### src/rtl/fa_ripple_pkg.sv
// Shared constants and bit-level full-adder functions for the ripple adder.
package fa_ripple_pkg;

  // Widest operand the ripple adder is intended to be built at.
  localparam int FA_MAX_WIDTH = 64;

  // Sum bit of a full adder: odd parity of the three inputs.
  function automatic logic fa_sum(input logic a, input logic b, input logic c);
    return a ^ b ^ c;
  endfunction

  // Carry bit of a full adder: majority of the three inputs.
  function automatic logic fa_carry(input logic a, input logic b, input logic c);
    return (a & b) | (a & c) | (b & c);
  endfunction

endpackage

### src/rtl/fa_cell.sv
// Combinational 1-bit full adder; one link of the ripple carry chain.
module fa_cell
  import fa_ripple_pkg::*;
(
  input  logic a,
  input  logic b,
  input  logic ci,
  output logic s,
  output logic co
);

  assign s  = fa_sum(a, b, ci);
  assign co = fa_carry(a, b, ci);

endmodule

### src/rtl/fa_ripple_reg.sv
// Registered WIDTH-bit ripple-carry adder with a valid strobe.
// Optional feature macro: FA_RIPPLE_OVF_EN adds a registered signed-overflow
// output 'ovf'; with the macro undefined the port and its logic are absent.
// Results appear one cycle after in_valid; sum/cout hold when in_valid is low,
// so operand values driven during idle cycles never reach the outputs.
module fa_ripple_reg
  import fa_ripple_pkg::*;
#(
  parameter int WIDTH = 1   // legal range 1..FA_MAX_WIDTH
) (
  input  logic             clk,
  input  logic             rst,
  input  logic             in_valid,
  input  logic [WIDTH-1:0] a,
  input  logic [WIDTH-1:0] b,
  input  logic             cin,
  output logic             out_valid,
  output logic [WIDTH-1:0] sum,
`ifdef FA_RIPPLE_OVF_EN
  output logic             cout,
  output logic             ovf
`else
  output logic             cout
`endif
);

  // w_carry[i] is the carry into bit i; w_carry[WIDTH] is the carry out.
  logic [WIDTH:0]   w_carry;
  logic [WIDTH-1:0] w_sum;

  logic             r_valid;
  logic [WIDTH-1:0] r_sum;
  logic             r_cout;

  assign w_carry[0] = cin;

  genvar gi;
  generate
    for (gi = 0; gi < WIDTH; gi++) begin : g_bit
      fa_cell u_cell (
        .a  (a[gi]),
        .b  (b[gi]),
        .ci (w_carry[gi]),
        .s  (w_sum[gi]),
        .co (w_carry[gi+1])
      );
    end
  endgenerate

  // Valid strobe follows in_valid with one cycle of latency.
  always_ff @(posedge clk or posedge rst) begin
    if (rst) begin
      r_valid <= 1'b0;
    end else begin
      r_valid <= in_valid;
    end
  end

  // Capture sum and carry-out only for valid operands; otherwise hold.
  always_ff @(posedge clk or posedge rst) begin
    if (rst) begin
      r_sum  <= '0;
      r_cout <= 1'b0;
    end else if (in_valid) begin
      r_sum  <= w_sum;
      r_cout <= w_carry[WIDTH];
    end
  end

  assign out_valid = r_valid;
  assign sum       = r_sum;
  assign cout      = r_cout;

`ifdef FA_RIPPLE_OVF_EN
  logic r_ovf;

  // Signed overflow: carry into the MSB differs from carry out of it.
  always_ff @(posedge clk or posedge rst) begin
    if (rst) begin
      r_ovf <= 1'b0;
    end else if (in_valid) begin
      r_ovf <= w_carry[WIDTH] ^ w_carry[WIDTH-1];
    end
  end

  assign ovf = r_ovf;
`endif

endmodule

### config.mk
export PLATFORM = sky130hd
export DESIGN_NAME = fa_ripple_reg
export DESIGN_NICKNAME = d
export VERILOG_FILES = /design/src/rtl/fa_ripple_pkg.sv /design/src/rtl/fa_cell.sv /design/src/rtl/fa_ripple_reg.sv
export SDC_FILE = /design/constraint.sdc
export NUM_CORES = 1
export LEC_CHECK = 0
export ABC_AREA = 1
export CORE_AREA = 2 2 39 41
export DETAILED_ROUTE_END_ITERATION = 12
export DIE_AREA = 0 0 41 43
export PLACE_DENSITY = 0.3
export SLEW_MARGIN = 20
export SYNTH_ARGS = -nofsm -noshare
export SYNTH_HDL_FRONTEND = slang
export SYNTH_SLANG_ARGS = --single-unit
export TNS_END_PERCENT = 1
### constraint.sdc
create_clock -name clk -period 0.8 [get_ports clk]
set_input_delay 0.16 -clock clk [delete_from_list [all_inputs] [get_ports clk]]
set_output_delay 0.16 -clock clk [all_outputs]
set_load 0.1 [all_outputs]
==> impl_metrics.env, run 1 <==
export IMPL_status="finished with violations"
export IMPL_violations="setup timing"
export IMPL_cp_cell_sequence="buf_12"
export IMPL_hold_class="primary input to async pin"
export IMPL_cp_top_family="flip-flops"
export IMPL_p_leak_nw=0.137
export IMPL_cp_depth=1
export IMPL_n_antenna_cell=0
export IMPL_clock_power_share_pct=37.5
export IMPL_first_pass_iters=1
export IMPL_cts_hold_buffers=0
export IMPL_ys_seq_area_share_pct=60.0
export IMPL_netlist_cell_type_count=4
export IMPL_cts_tree="built"
export IMPL_grt_pass1_vias=129
export IMPL_critPathBufInv=1
export IMPL_synth_top_area_share_pct=60.0
export IMPL_area_growth_pct=134
export IMPL_clock_skew_ps=0
export IMPL_ff2ff_path_depth=3
export IMPL_die_area_sq_um=1760
export IMPL_core_sq_um=1380
export IMPL_synth_top_family_by_area="simple AND/OR/NAND/NOR gates"
export IMPL_rows=14
export IMPL_port_buffer_count=8
export IMPL_path_clk_slew_ps=30
export IMPL_vias=122
export IMPL_slowest_stage="dfrtp_4"
export IMPL_netlist_instances=12
export IMPL_crit_type="flop to primary output"
export IMPL_drt_iter0_drc=0
export IMPL_path_max_fanout=2
export IMPL_drt_antenna_violating_nets=0
export IMPL_drc=0
export IMPL_wl_per_cell_microns=6.46
export IMPL_grt_pass1_wl_microns=434
export IMPL_fillers=148
export IMPL_synth_seq_cells=3
export IMPL_maxCapViolations=0
export IMPL_fin_crit_sh_pct=130
export IMPL_synthAdderAreaFrac_pct=16.0
export IMPL_cts_max_level=1
export IMPL_intPower_uw=461
export IMPL_synthMuxAreaShare_pct=0
export IMPL_power_density_nw_per_um2=2390
export IMPL_crit_arrival_ps=880
export IMPL_switching_share_pct=34.1
export IMPL_relSlewSlack_pct=91.1
export IMPL_worst_setup_path_start_kind="flop"
export IMPL_fin_crit_ps=1040
export IMPL_use_met3_pct=3.14
export IMPL_setup_viol=4
export IMPL_crit_path_end_kind="primary output"
export IMPL_track_usage_pct=4.83
export IMPL_root_buffer="clkbuf_4"
export IMPL_io_pins=9
export IMPL_clock_sinks=3
export IMPL_required_ps=640
export IMPL_synth_fp_nets=19
export IMPL_yosys_warnings=0
export IMPL_holdWs_ps=101
export IMPL_finalWirelength_microns=265
export IMPL_p_seq_share_pct=27.7
export IMPL_synth_area_per_cell_sq_um=10.4
export IMPL_gr_usage_met1_pct=3.88
export IMPL_totalPowerFinal_uw=699
export IMPL_fmax_mhz=959
export IMPL_initial_utilization_pct=9.04
export IMPL_antenna_found_initial=0
export IMPL_dieHeight_microns=43
export IMPL_synth_area_top_cells="dfrtp_1, nand2_1, fa_1"
export IMPL_synth_simple_gate_area_share_pct=18.0
export IMPL_busiest_layer="met4"
export IMPL_numCtsBuffers=3
export IMPL_synth_compound_area_share_pct=0
export IMPL_netlist_area_sq_um=125
export IMPL_chipWidth_microns=41
export IMPL_via_per_inst=2.98
export IMPL_grt_max_degree=5
export IMPL_hold_violations=0
export IMPL_drive_gt1_share_pct=44.0
export IMPL_rsz0062_at_grt="true"
export IMPL_ir_drop_v=0.000379
export IMPL_clockBufferDepth=2
export IMPL_global_route_usage_met2_pct=4.69
export IMPL_worst_pin_slew_ps=132
export IMPL_slew_viol_final=0
export IMPL_clkLatencyLatePin_ps=230
export IMPL_synth_xor_area_share_pct=0
export IMPL_combPwrFrac_pct=34.9
export IMPL_yosys_area_top_type="dfrtp_1"
export IMPL_worst_slack_ps=-243
export IMPL_power_switching_uw=238
export IMPL_fin_nets=33
export IMPL_grt_ovfl_total=0
export IMPL_critPathMaxStageDelay_ps=480
export IMPL_gp_congestion=0.612
-- final cells by class --
class / instances / area, sq um / share of cell area (%)
clock buffers: 4 / 26.3 / 8.97
inverters: 2 / 7.51 / 2.56
multi-input cells: 7 / 42.5 / 14.5
flip-flops and latches: 3 / 83.8 / 28.6
well taps: 16 / 20.0 / 6.84
repair buffers: 9 / 113 / 38.5
-- cells in the mapped netlist (all sizes together) --
library cell / instances
dfrtp: 3
nand2: 6
fa: 1
inv: 2
-- metrics by stage --
stage	setup WS (ps)	instance area (sq um)	cells	util, %	TNS [ps]
final	-243	293	41	21.2	-655
after detailed placement	-504	264	36	19.1	-970
after global placement	-493	264	36	19.1	-945
after global routing	-266	293	41	21.2	-741
after floorplan	-53.0	134	12	-	-112
after CTS	-254	285	40	20.6	-677
-- routing by layer --
| metal | vias to the layer above | share of wire (%) | wire length, microns |
|---|---|---|---|
| met5 | - | 0 | 0 |
| met4 | 0 | 8.7 | 23 |
| met3 | 4 | 16 | 42 |
| met2 | 11 | 31 | 82 |
| met1 | 48 | 44 | 117 |
| li1 | 59 | - | - |
-- logic make-up (layout without fill, tap and decap cells) --
logic type | Yosys count | in the layout
simple gates | 6 | 6
flops | 3 | 3
buf+inv | 2 | 15
fa+ha+maj | 1 | 1
-- what timing repair did --
action / in CTS / in global routing
pin swaps: 2 / 0
gates cloned: 0 / 0
endpoints found under the setup margin: 5 / 4
gates resized for setup: 8 / 0
setup buffers: 0 / 1
-- worst paths after layout --
kind,start,end,slack (ps)
max,cout$_DFFE_PP0P_,cout,-240
min reg2reg,cout$_DFFE_PP0P_,cout$_DFFE_PP0P_,550
max in group asynchronous,rst,cout$_DFFE_PP0P_,550
min,rst,sum$_DFFE_PP0P_,100
max reg2reg,sum$_DFFE_PP0P_,sum$_DFFE_PP0P_,-10
min in group clk,a,sum$_DFFE_PP0P_,310
-- cell usage in the layout (no fill, tap or decap) --
master,count
fa_1,1
clkbuf_1,1
dfrtp_4,2
buf_2,1
nand2_1,6
clkdlybuf4s50_1,2
buf_12,3
buf_4,1
dfrtp_2,1
inv_1,2
clkbuf_4,3
clkdlybuf4s15_1,2
-- worst register-to-register path, stage by stage, from the launching register on --
cell     delay (ps)
dfrtp_4         480
buf_4           140
nand2_1          50
nand2_1          40
-- state kept, by name, summed over array words and instances, names as in the netlist --
| register | flops |
|---|---|
| sum | 1 |
| cout | 1 |
| out_valid | 1 |
-- power by group through the flow --
| stage | combinational [mW] | sequential [mW] | clock (mW) |
|---|---|---|---|
| CTS | 0.234 | 0.195 | 0.275 |
| global placement | 0.238 | 0.196 | 0 |
| detailed placement | 0.238 | 0.197 | 0 |
| floorplan | 0.0201 | 0.305 | 0 |
| finish | 0.244 | 0.193 | 0.262 |
| global route | 0.256 | 0.195 | 0.283 |
Power figures use the tool's default switching activity.
==> inputs of run 2 (changes only) <==
--- a/config.mk
+++ b/config.mk
@@ -5,7 +5,6 @@
 export SDC_FILE = /design/constraint.sdc
 export NUM_CORES = 1
 export LEC_CHECK = 0
-export ABC_AREA = 1
 export CORE_AREA = 2 2 39 41
 export DETAILED_ROUTE_END_ITERATION = 12
 export DIE_AREA = 0 0 41 43
==> run 2 against run 1 <==
Against the previous run:
- largest power group is now combinational cells
- the run still ends with setup timing left
- count of clock-buffer cells in the layout stayed put
- critical path type unchanged
- critical endpoint unchanged
- critical path depth stayed put
- fmax is 0.14% lower
- clock skew stayed put
- core utilization is 0.72 points lower
==> impl_metrics.env, run 2 <==
export IMPL_status="finished with violations"
export IMPL_violations="setup timing"
export IMPL_crit_path_end_kind="primary output"
export IMPL_dominantRegCellSynth="dfrtp_1"
export IMPL_ff2ff_path_depth=1
export IMPL_clkLatencyLatePin_ps=230
export IMPL_ff_latch_area_sq_um=83.8
export IMPL_ys_async_sr_fraction_pct=100
export IMPL_cp_cell_sequence="buf_12"
export IMPL_cts_max_level=1
export IMPL_dieHeight_microns=43
export IMPL_synth_most_common_cell="dfrtp_1"
export IMPL_netlist_area_sq_um=121
export IMPL_netlist_instances=7
export IMPL_critPathBufInv=1
export IMPL_stdcell_count=35
export IMPL_drt_iter0_drc=3
export IMPL_synth_area_per_cell_sq_um=17.3
export IMPL_cts_tree="built"
export IMPL_worst_slack_ps=-245
export IMPL_final_cell_mix="clkbuf_4, dlygate4sd2_1, buf_12"
export IMPL_grt_pass1_vias=110
export IMPL_n_antenna_cell=0
export IMPL_fmax_mhz=957
export IMPL_relSlewSlack_pct=89.2
export IMPL_startpoint="cout$_DFFE_PP0P_"
export IMPL_grt_pass1_wl_microns=427
export IMPL_hold_violations=0
export IMPL_first_pass_iters=2
export IMPL_required_ps=640
export IMPL_track_usage_pct=4.52
export IMPL_worst_pin_slew_ps=162
export IMPL_yosys_area_top_type="dfrtp_1"
export IMPL_p_leak_nw=0.119
export IMPL_fin_crit_ps=1040
export IMPL_grt_ovfl_total=0
export IMPL_antenna_found_initial=0
export IMPL_yosys_warnings=0
export IMPL_place_ws_ps=-648
export IMPL_synth_edff_count=0
export IMPL_cts_setup_buffers=0
export IMPL_hold_class="primary input to async pin"
export IMPL_place_area_sq_um=260
export IMPL_maxCapViolations=0
export IMPL_finalWirelength_microns=259
export IMPL_drt_antenna_violating_nets=0
export IMPL_synth_top_area_share_pct=61.9
export IMPL_ys_top_cells_by_count="dfrtp_1, mux2_2, fa_1, inv_1"
export IMPL_drive_gt1_share_pct=57.9
export IMPL_synth_area_top_cells="dfrtp_1, mux2_2, fa_1"
export IMPL_path_max_fanout=2
export IMPL_final_cell_area_sq_um=283
export IMPL_synth_fp_nets=14
export IMPL_path_clk_slew_ps=40
export IMPL_cts_hold_buffers=0
export IMPL_grt_max_degree=4
export IMPL_slowest_stage="dfrtp_4"
export IMPL_clock_sinks=3
export IMPL_global_route_usage_met2_pct=4.06
export IMPL_fin_nets=27
export IMPL_ys_seq_area_share_pct=61.9
export IMPL_worst_setup_path_start_kind="flop"
export IMPL_fin_crit_sh_pct=131
export IMPL_vias=98
export IMPL_netlist_cell_type_count=4
export IMPL_critPathMaxStageDelay_ps=480
export IMPL_clockBufferDepth=2
export IMPL_core_sq_um=1380
export IMPL_cp_top_family="flip-flops"
export IMPL_area_growth_pct=133
export IMPL_busiest_layer="met3"
export IMPL_die_area_sq_um=1760
export IMPL_chipWidth_microns=41
export IMPL_multi_input_area_sq_um=42.5
export IMPL_rsz0062_at_grt="true"
export IMPL_r2r_start="cout$_DFFE_PP0P_"
export IMPL_drc=0
export IMPL_port_buffer_count=8
export IMPL_crit_type="flop to primary output"
export IMPL_use_met3_pct=6.28
export IMPL_fillers=152
export IMPL_rows=14
export IMPL_numCtsBuffers=3
export IMPL_dp_cells=31
export IMPL_setup_viol=5
export IMPL_ir_drop_v=0.000972
export IMPL_io_pins=9
export IMPL_slew_viol_final=0
export IMPL_power_density_nw_per_um2=2630
export IMPL_cp_depth=1
export IMPL_tns_ps=-1020
export IMPL_via_per_inst=2.80
export IMPL_gr_usage_met1_pct=4.52
export IMPL_initial_utilization_pct=8.77
export IMPL_wl_per_cell_microns=7.40
export IMPL_synth_seq_cells=3
export IMPL_clock_skew_ps=0
export IMPL_gp_congestion=0.629
export IMPL_crit_arrival_ps=880
export IMPL_root_buffer="clkbuf_4"
run 2: changes by cell type after synthesis:
cell,change
inv_1,-1
nand2_1,-6
mux2_2,+2
run 2: power by group:
group | total, mW | leakage (nW) | internal, mW | switching, mW
Sequential | 0.202 | 0.0322 | 0.183 | 0.0187
Clock | 0.267 | 0.0150 | 0.187 | 0.0800
Combinational | 0.274 | 0.0723 | 0.106 | 0.167
Total | 0.743 | 0.119 | 0.476 | 0.266
run 2: routing by layer:
metal,wire length (microns),part of all wire (%)
met5,0,0
met4,0,0
met3,30,12
met2,111,43
met1,116,45
run 2: kinds of logic after synthesis:
kind of cell | count (synthesis) | share of synthesized area (%)
flops | 3 | 61.9
fa+ha+maj | 1 | 16.5
mux | 2 | 18.6
buf+inv | 1 | 3.09
run 2: what timing repair did:
item	in CTS	in global routing
pin swaps	1	0
endpoints found under the setup margin	5	5
resized for setup	3	0
run 2: final timing paths:
kind | to | slack, ps
setup / recovery | cout | -240
hold / removal | cout$_DFFE_PP0P_ | 90
setup reg to reg | cout$_DFFE_PP0P_ | -60
hold reg to reg | sum$_DFFE_PP0P_ | 580
max in group asynchronous | sum$_DFFE_PP0P_ | 550
min in group clk | cout$_DFFE_PP0P_ | 460
run 2: cell type report:
type	instances	area share [%]
clock buffers	4	9.29
multi-input cells	3	15.0
flip-flops and latches	3	29.6
inverters	1	1.33
repair buffers	8	37.6
well taps	16	7.08
run 2: stage by stage:
stage / hold WS, ps / util (%) / power [mW]
finish: 93.0 / 20.4 / 0.743
global route: 124 / 20.4 / 0.777
CTS: 96.2 / 20.4 / 0.755
detailed placement: 345 / 18.8 / 0.486
global placement: 344 / 18.8 / 0.486
floorplan: -86.4 / - / 0.360
